### src/rtl/uart_tx_fifo.sv
// uart_tx_fifo: buffered UART transmitter.
// Characters written through wr_en/wr_data are queued in a DEPTH-entry FIFO.
// They are sent LSB first on tx as: start bit, DATA_W data bits, an optional
// parity bit, then one or two stop bits. Each bit lasts OVERSAMPLE b_tick pulses.
//
// Ports:
//   clk, resetn          system clock; asynchronous active-low reset
//   b_tick               one-clk oversampling pulse from the baud generator
//   wr_en, wr_data       FIFO write strobe and character
//   parity_sel           00 none, 01 even, 10 odd, 11 mark (sampled at frame start)
//   stop2                0 = one stop bit, 1 = two (sampled at frame start)
//   tx                   registered serial output, idles high
//   busy                 frame in progress
//   tx_done              one-clk pulse on the b_tick that ends the last stop bit
//   full, level          FIFO status (registered occupancy)
//   overflow             one-clk pulse, the cycle after a write is dropped
module uart_tx_fifo #(
  parameter int unsigned DATA_W     = 8,
  parameter int unsigned DEPTH      = 4,
  parameter int unsigned OVERSAMPLE = 16
) (
  input  logic                       clk,
  input  logic                       resetn,
  input  logic                       b_tick,
  input  logic                       wr_en,
  input  logic [DATA_W-1:0]          wr_data,
  input  logic [1:0]                 parity_sel,
  input  logic                       stop2,
  output logic                       tx,
  output logic                       busy,
  output logic                       tx_done,
  output logic                       full,
  output logic [$clog2(DEPTH+1)-1:0] level,
  output logic                       overflow
);

  localparam int unsigned PtrW  = $clog2(DEPTH);
  localparam int unsigned LvlW  = $clog2(DEPTH + 1);
  localparam int unsigned TickW = $clog2(OVERSAMPLE);
  localparam int unsigned IdxW  = $clog2(DATA_W);

  typedef enum logic [2:0] {StIdle, StStart, StData, StParity, StStop} state_e;

  // FIFO storage and status
  logic [DATA_W-1:0] mem_q [DEPTH];
  logic [PtrW-1:0]   wptr_q, rptr_q;
  logic [LvlW-1:0]   level_q, level_d;
  logic              ovf_q;
  logic              push, pop;
  logic [DATA_W-1:0] head;

  // Transmit FSM state and frame registers
  state_e            state_q, state_d;
  logic [TickW-1:0]  tick_q, tick_d;
  logic [IdxW-1:0]   idx_q, idx_d;
  logic              stop_cnt_q, stop_cnt_d;
  logic [DATA_W-1:0] data_q, data_d;
  logic              par_en_q, par_en_d;
  logic              par_bit_q, par_bit_d;
  logic              stop2_q, stop2_d;
  logic              tx_q, tx_d;
  logic              bit_end;

  assign full = (level_q == LvlW'(DEPTH));
  assign push = wr_en & ~full;
  // The FSM drains the FIFO only from IDLE, so a pop never overlaps a frame.
  assign pop  = (state_q == StIdle) && (level_q != '0);
  assign head = mem_q[rptr_q];

  always_comb begin
    level_d = level_q;
    unique case ({push, pop})
      2'b10:   level_d = level_q + LvlW'(1);
      2'b01:   level_d = level_q - LvlW'(1);
      default: level_d = level_q;
    endcase
  end

  always_ff @(posedge clk) begin
    if (push) begin
      mem_q[wptr_q] <= wr_data;
    end
  end

  always_ff @(posedge clk or negedge resetn) begin
    if (!resetn) begin
      wptr_q  <= '0;
      rptr_q  <= '0;
      level_q <= '0;
      ovf_q   <= 1'b0;
    end else begin
      if (push) wptr_q <= wptr_q + PtrW'(1);
      if (pop)  rptr_q <= rptr_q + PtrW'(1);
      level_q <= level_d;
      ovf_q   <= wr_en & full;
    end
  end

  // Oversampling counter: advances only on b_tick, held at zero in IDLE so every
  // frame starts with a full-length start bit counted from its first tick.
  assign bit_end = b_tick && (tick_q == TickW'(OVERSAMPLE - 1));

  always_comb begin
    tick_d = tick_q;
    if (state_q == StIdle) begin
      tick_d = '0;
    end else if (b_tick) begin
      tick_d = bit_end ? '0 : tick_q + TickW'(1);
    end
  end

  always_comb begin
    state_d    = state_q;
    idx_d      = idx_q;
    stop_cnt_d = stop_cnt_q;
    data_d     = data_q;
    par_en_d   = par_en_q;
    par_bit_d  = par_bit_q;
    stop2_d    = stop2_q;
    tx_d       = tx_q;
    tx_done    = 1'b0;

    unique case (state_q)
      StIdle: begin
        tx_d = 1'b1;
        if (pop) begin
          // Parity is taken from the whole character now, since data_q is
          // consumed by shifting during DATA.
          data_d   = head;
          par_en_d = (parity_sel != 2'b00);
          unique case (parity_sel)
            2'b01:   par_bit_d = ^head;
            2'b10:   par_bit_d = ~^head;
            default: par_bit_d = 1'b1;
          endcase
          stop2_d    = stop2;
          idx_d      = '0;
          stop_cnt_d = 1'b0;
          tx_d       = 1'b0;
          state_d    = StStart;
        end
      end
      StStart: begin
        if (bit_end) begin
          tx_d    = data_q[0];
          idx_d   = '0;
          state_d = StData;
        end
      end
      StData: begin
        if (bit_end) begin
          if (idx_q == IdxW'(DATA_W - 1)) begin
            if (par_en_q) begin
              tx_d    = par_bit_q;
              state_d = StParity;
            end else begin
              tx_d    = 1'b1;
              state_d = StStop;
            end
          end else begin
            tx_d   = data_q[1];
            data_d = data_q >> 1;
            idx_d  = idx_q + IdxW'(1);
          end
        end
      end
      StParity: begin
        if (bit_end) begin
          tx_d    = 1'b1;
          state_d = StStop;
        end
      end
      StStop: begin
        if (bit_end) begin
          if (stop2_q && !stop_cnt_q) begin
            stop_cnt_d = 1'b1;
          end else begin
            tx_done = 1'b1;
            state_d = StIdle;
          end
        end
      end
      default: begin
        tx_d    = 1'b1;
        state_d = StIdle;
      end
    endcase
  end

  always_ff @(posedge clk or negedge resetn) begin
    if (!resetn) begin
      state_q    <= StIdle;
      tick_q     <= '0;
      idx_q      <= '0;
      stop_cnt_q <= 1'b0;
      data_q     <= '0;
      par_en_q   <= 1'b0;
      par_bit_q  <= 1'b0;
      stop2_q    <= 1'b0;
      tx_q       <= 1'b1;
    end else begin
      state_q    <= state_d;
      tick_q     <= tick_d;
      idx_q      <= idx_d;
      stop_cnt_q <= stop_cnt_d;
      data_q     <= data_d;
      par_en_q   <= par_en_d;
      par_bit_q  <= par_bit_d;
      stop2_q    <= stop2_d;
      tx_q       <= tx_d;
    end
  end

  assign tx       = tx_q;
  assign busy     = (state_q != StIdle);
  assign level    = level_q;
  assign overflow = ovf_q;

endmodule

### config.mk
export PLATFORM = sky130hd
export DESIGN_NAME = uart_tx_fifo
export DESIGN_NICKNAME = d
export VERILOG_FILES = /design/src/rtl/uart_tx_fifo.sv
export SDC_FILE = /design/constraint.sdc
export NUM_CORES = 1
export LEC_CHECK = 0
export BUFFER_PORTS_ARGS = -buffer_cell sky130_fd_sc_hd__clkbuf_2
export CAP_MARGIN = 10
export CORE_MARGIN = 4
export CORE_UTILIZATION = 60
export CTS_BUF_LIST = sky130_fd_sc_hd__clkbuf_2
export CTS_CLUSTER_DIAMETER = 150
export DETAILED_ROUTE_END_ITERATION = 8
export GPL_TIMING_DRIVEN = 0
export PLACE_DENSITY = 0.86
export SLEW_MARGIN = 20
export SYNTH_ARGS = -nofsm -noshare
export SYNTH_HDL_FRONTEND = slang
export SYNTH_SLANG_ARGS = --single-unit
### constraint.sdc
create_clock -name clk -period 5.4 [get_ports clk]
set_input_delay 0.54 -clock clk [delete_from_list [all_inputs] [get_ports clk]]
set_output_delay 0.54 -clock clk [all_outputs]
set_load 0.005 [all_outputs]
==> results of run 1 <==
==> state kept, by name (all words and copies together) (netlist names), 2 cells and up <==
signal,flops
state_q,3
level,3
mem_q,32
idx_q,3
wptr_q,2
data_q,8
rptr_q,2
tick_q,4
==> per-stage QoR <==
step | utilization (%) | power, mW | area [µm²] | worst slack, ns | instances
2_1_floorplan | - | 1.29 | 2890 | 3.01 | 229
3_3_place_gp | 67.9 | 1.42 | 3060 | 2.62 | 302
3_5_place_dp | 67.9 | 1.47 | 3060 | 2.51 | 302
4_1_cts | 70.7 | 1.77 | 3180 | 2.43 | 318
5_1_grt | 70.7 | 1.89 | 3180 | 2.17 | 318
6_report | 70.7 | 1.76 | 3180 | 2.45 | 318
==> power groups by stage <==
stage | Combinational (mW) | Sequential [mW] | Clock, mW
final | 0.701 | 0.752 | 0.303
after global routing | 0.789 | 0.767 | 0.330
after CTS | 0.711 | 0.751 | 0.306
after detailed placement | 0.704 | 0.763 | 0
after global placement | 0.668 | 0.750 | 0
after floorplan | 0.553 | 0.735 | 0
==> placed cells by master, fill, tap and decap left out, drive strengths merged <==
master,n
dfrtp,30
nand3b,2
a21oi,6
mux2i,11
mux2,1
o211ai,1
nand4,1
xor2,4
fa,1
edfxtp,32
nand2b,1
o31ai,2
dfstp,1
and4,1
or3,1
nand2,22
inv,19
bufinv,1
or4,1
and3,5
and2,1
clkbuf,38
nor3,2
o21ai,16
nand3,3
ha,11
mux4,8
and3b,1
a31oi,5
a22oi,1
clkinv,3
clkinvlp,1
buf,1
xnor2,10
a41oi,1
nor2,21
==> worst max-delay path by stage <==
stage                     startpoint       end  slack (ns)  cells past startpoint
after floorplan           state_q[1]  level[2]        3.01                     11
after global placement    state_q[1]  level[2]        2.62                     11
after detailed placement  state_q[1]  level[2]        2.51                     11
after CTS                 state_q[1]  level[2]        2.43                     11
after global routing      state_q[1]  level[2]        2.17                     11
final                     state_q[1]  level[2]        2.45                     11
==> logic make-up (layout without fill, tap and decap cells) <==
logic type      Yosys count  after routing  synth area share [%]
mux                      20             20                  10.4
buf+inv                  26             63                  3.64
xor+xnor                 14             14                  4.25
flops                    63             63                  60.2
compound gates           32             32                  6.24
fa+ha+maj                12             12                  5.46
simple gates             62             62                  9.79
==> layout make-up <==
type	instances	area, µm²
clock buffers	9	45.0
clock inverters	7	81.3
multi-input cells	140	1040
repair buffers	21	105
well taps	52	65.1
inverters	17	63.8
fillers	295	1320
plain buffers	9	41.3
flip-flops and latches	63	1740
==> metal layers <==
layer | global-route usage (%) | up-vias | share of wire (%)
met4 | 7.83 | 0 | 1.6
li1 | - | 876 | -
met1 | 23.8 | 887 | 43
met3 | 5.67 | 7 | 4.8
met5 | 0 | - | 0
met2 | 30.8 | 49 | 50
==> flow_metrics.py, run 1 <==
metrics = {
    "clocking": {
        "cts.path.max_buffers": 2,
        "insertion_delay_ns": 0.50,
        "postCtsHoldBufs": 0,
        "cts_buffers": 9,
        "clkSinkCount": 63,
        "cts_tree": "yes",
        "cts_setup_buffers": 0,
        "clkSlewWorstSetupHoldPaths_ns": 0.21,
        "cts_root_buffer": "clkbuf_2",
        "htree_num_levels": 3,
        "postCtsResizedCells": 0,
    },
    "worst_setup_path": {
        "cp.arrival_ns": 3.41,
        "critPathLaunchType": "flip-flop",
        "reg2reg_depth": 11,
        "critPathCaptureType": "flip-flop",
        "r2r-end": "level[2]",
        "cp_num_buf_inv": 3,
        "slowest_stage": "fa_1",
        "cp_max_fo": 10,
        "cp_top_family": "buffers and inverters",
        "cp.required_ns": 5.85,
        "r2r_slack_ns": 2.45,
        "worstPathCellList": "clkbuf_1 > nor2_1 > o31ai_1 > nor2_1 > clkbuf_1 > ha_1 > inv_1 > fa_1 > xor2_1 > nor2_1 > xor2_1",
        "critPathKind": "reg2reg",
        "max_stage_delay_ns": 0.41,
        "r2r_start": "state_q[1]",
        "crit_top_cell": "nor2_1",
    },
    "place": {
        "gp_routability_congestion": 0.877,
        "port_buffers": 21,
        "dp.final_hpwl_um": 3690,
    },
    "synthesis": {
        "synth.most_common_cell": "edfxtp_1",
        "yosysWarnings": 0,
        "synth_ff_type": "edfxtp_1",
        "synthesis.nets": 256,
        "synthCells": 229,
        "synth_area_leaders": "edfxtp_1 33%, dfrtp_1 26%, mux4_2 6.2%",
        "async_flop_share_pct": 49.2,
        "synth.distinct_cells": 33,
        "yosys.area.top_type_share_pct": 33.3,
        "synth_area_um2": 2890,
        "synth-seq-cells": 63,
        "yosys.area.top_type": "edfxtp_1",
        "syn_area_per_cell_um2": 12.6,
        "yosysSeqAreaShare_pct": 60.2,
        "ys_top_cells_by_count": "32 x edfxtp_1, 30 x dfrtp_1, 22 x nand2_1",
        "synth-edff-count": 32,
    },
    "floorplan": {
        "dieArea_um2": 5990,
        "core_um2": 4500,
        "die_x_um": 77.4,
        "ios": 23,
        "rows": 24,
        "initial_core_util_pct": 64.1,
        "die_y_um": 77.4,
    },
    "sta": {
        "period_share_pct": 54.7,
        "fin_setup_tns_ns": 0,
        "skew_ns": 0.0268,
        "slew_violations": 0,
        "slew-limit-headroom_pct": 47.8,
        "worst_pin_slew_ns": 0.783,
        "final_hold_viol_count": 0,
        "final.min_clock_period_ns": 2.95,
        "finalSetupViolations": 0,
        "clock.fmax_mhz": 339,
        "rsz0062_at_grt": "no",
        "holdWs_ns": 0.0762,
    },
    "pwr": {
        "power_leakage_nw": 1.33,
        "power.density_nw_per_um2": 551,
        "power_frac_seq_pct": 42.8,
        "p_int_mw": 1.10,
        "p_sw_share_pct": 37.4,
        "peakVddDrop_v": 0.000350,
        "pwr-share-comb_pct": 39.9,
        "p_sw_uw": 656,
        "pwr-share-clk_pct": 17.3,
    },
    "routing": {
        "vias": 1819,
        "ant_nets": 0,
        "wl_per_cell_um": 16.1,
        "drt_iter0_markers": 106,
        "drc_errors": 0,
        "wl_um": 5130,
        "viasPerCell": 5.72,
        "firstDrtPassIters": 4,
    },
    "layout": {
        "area_delta_synth_final_pct": 10.3,
        "antenna_cells": 0,
        "fin_nets": 288,
        "drive_above_1_share_pct": 18.0,
    },
    "global_route": {
        "grt_max_degree": 32,
        "antenna_found_initial": 0,
        "grt_pass1_wl_um": 8560,
        "grt_usage_pct": 18.9,
        "first_global_vias": 1799,
        "grt_overflow_total": 0,
    },
    "flow_run": {
        "max-cap-violations": 0,
    },
    "run_status": {
        "status": "complete, no violations",
    },
    "hold_path": {
        "worstHoldPathType": "in2async",
    },
}
Note: power is estimated with default switching activity, not from simulation.
==> run 2, diff against run 1 <==
- clock period: 5.4 -> 2.82 ns (I/O delays scaled with it)
==> flow_metrics.py, run 2 (same netlist as run 1, synthesis figures left out) <==
metrics = {
    "clocking": {
        "cts_buffers": 9,
        "clkSinkCount": 63,
        "insertion_delay_ns": 0.51,
        "clkSlewWorstSetupHoldPaths_ns": 0.20,
        "cts.path.max_buffers": 2,
        "cts_root_buffer": "clkbuf_2",
        "htree_num_levels": 3,
        "cts_tree": "yes",
        "cts_setup_buffers": 0,
    },
    "place": {
        "dp.final_hpwl_um": 3690,
        "port_buffers": 21,
        "dp_cells": 302,
        "gp_routability_congestion": 0.877,
        "placed_cell_area_um2": 3060,
    },
    "global_route": {
        "grt_overflow_total": 0,
        "grt_pass1_wl_um": 8990,
        "grt_max_degree": 32,
        "grt_usage_pct": 20.0,
        "first_global_vias": 1846,
        "antenna_found_initial": 0,
    },
    "routing": {
        "ant_nets": 0,
        "drc_errors": 0,
        "wl_um": 5490,
        "firstDrtPassIters": 4,
        "drt_iter0_markers": 132,
        "viasPerCell": 5.69,
        "vias": 1866,
        "wl_per_cell_um": 16.7,
    },
    "run_status": {
        "status": "complete, no violations",
    },
    "floorplan": {
        "rows": 24,
        "core_um2": 4500,
        "die_x_um": 77.4,
        "dieArea_um2": 5990,
        "die_y_um": 77.4,
        "ios": 23,
        "initial_core_util_pct": 64.1,
    },
    "pwr": {
        "p_sw_mw": 1.28,
        "p_sw_share_pct": 37.6,
        "pwr-share-comb_pct": 40.3,
        "p_int_mw": 2.12,
        "p_total_mw": 3.40,
        "pwr-share-clk_pct": 17.2,
        "peakVddDrop_v": 0.000692,
        "power_frac_seq_pct": 42.5,
        "power_leakage_nw": 1.37,
        "power.density_nw_per_um2": 1030,
    },
    "worst_setup_path": {
        "slowest_stage": "fa_1",
        "critPathLaunchType": "flip-flop",
        "cp_max_fo": 10,
        "critPathKind": "reg2reg",
        "worstPathCellList": "clkbuf_1 > nor2_4 > o31ai_1 > nor2_1 > clkbuf_4 > ha_1 > inv_1 > fa_1 > xor2_1 > nor2_1 > xor2_1",
        "max_stage_delay_ns": 0.41,
        "cp.required_ns": 3.27,
        "cp.arrival_ns": 3.04,
        "critPathCaptureType": "flip-flop",
    },
    "layout": {
        "top_register": "mem_q",
        "post-route-util_pct": 73.2,
        "antenna_cells": 0,
        "nFillCells": 285,
        "fin_area_um2": 3300,
        "top_regs": "mem_q x32, data_q x8, tick_q x4",
        "finalNonFillerCells": 328,
        "multi_input_area_um2": 1050,
        "seq_area_um2": 1740,
        "largest_register_ffs": 32,
        "drive_above_1_share_pct": 18.1,
        "area_delta_synth_final_pct": 14.1,
        "final_cell_mix": "32 x edfxtp_1, 30 x clkbuf_2, 30 x dfrtp_1",
        "fin_nets": 298,
        "layout_commonest_cell": "edfxtp_1",
    },
    "sta": {
        "slew-limit-headroom_pct": 48.3,
        "slew_violations": 0,
        "worst_pin_slew_ns": 0.775,
        "final_hold_viol_count": 0,
        "clock.fmax_mhz": 385,
        "period_share_pct": 92.1,
        "finalSetupViolations": 0,
        "skew_ns": 0.0408,
        "final.min_clock_period_ns": 2.60,
        "rsz0062_at_grt": "no",
    },
    "hold_path": {
        "worstHoldPathType": "in2reg",
    },
    "flow_run": {
        "max-cap-violations": 0,
    },
}
run 2: power by group through the flow:
stage / clock network, mW / logic (mW) / registers (mW)
6_report: 0.587 / 1.37 / 1.45
5_1_grt: 0.634 / 1.53 / 1.47
4_1_cts: 0.586 / 1.37 / 1.44
3_5_place_dp: 0 / 1.35 / 1.46
3_3_place_gp: 0 / 1.28 / 1.44
2_1_floorplan: 0 / 1.06 / 1.41
run 2: per-layer routing:
metal,wire length [µm],track usage [%],part of all wire [%],up-vias
met1,2240,24.2,41,908
met4,70,7.83,1.3,0
met2,2860,33.7,52,54
met3,320,6.02,5.8,7
li1,-,-,-,897
met5,0,0,0,-
run 2: worst max-delay path: cells and delay by family, from the launching register on:
family / cells / cell delay [ns]
compound gates: 1 / 0.13
simple gates: 3 / 0.54
fa+ha+maj: 2 / 0.61
flops: 1 / 0.40
buf+inv: 3 / 0.58
xor+xnor: 2 / 0.31
run 2: layout make-up:
type	instances	area share, %
tap	52	1.97
clock buffer	9	1.37
timing repair buffer	31	6.23
buffer	9	1.37
inverter	17	1.94
sequential	63	52.7
clock inverter	7	2.47
multi-input combinational	140	31.9
run 2: timing repair:
| item | 4_1_cts | 5_1_grt |
|---|---|---|
| endpoints found under the hold margin | 61 | 0 |
| gates resized for setup | 1 | 4 |
| hold buffers | 10 | 0 |
| setup endpoints to repair | 1 | 1 |
run 2: path summary, 6_finish.rpt:
| kind | startpoint | endpoint | slack [ns] | cells after the start |
|---|---|---|---|---|
| setup / recovery | state_q[1] | level[2] | 0.22 | 11 |
| max in group asynchronous | resetn | wptr_q[1] | 1.96 | 2 |
| min in group asynchronous | resetn | rptr_q[0] | 0.36 | 2 |
| hold reg to reg | idx_q[0] | idx_q[0] | 0.50 | 1 |
| hold / removal | wr_en | overflow | 0.07 | 2 |
| setup reg to reg | state_q[1] | level[2] | 0.22 | 11 |
run 2: per-stage QoR:
stage	setup TNS [ns]	worst slack [ns]	hold slack, ns
floorplan	0	0.427	-0.0136
global placement	0	0.0397	0.390
detailed placement	-0.0693	-0.0693	0.395
CTS	0	0.0295	0.0384
global route	0	0.0361	0.0381
finish	0	0.222	0.0710
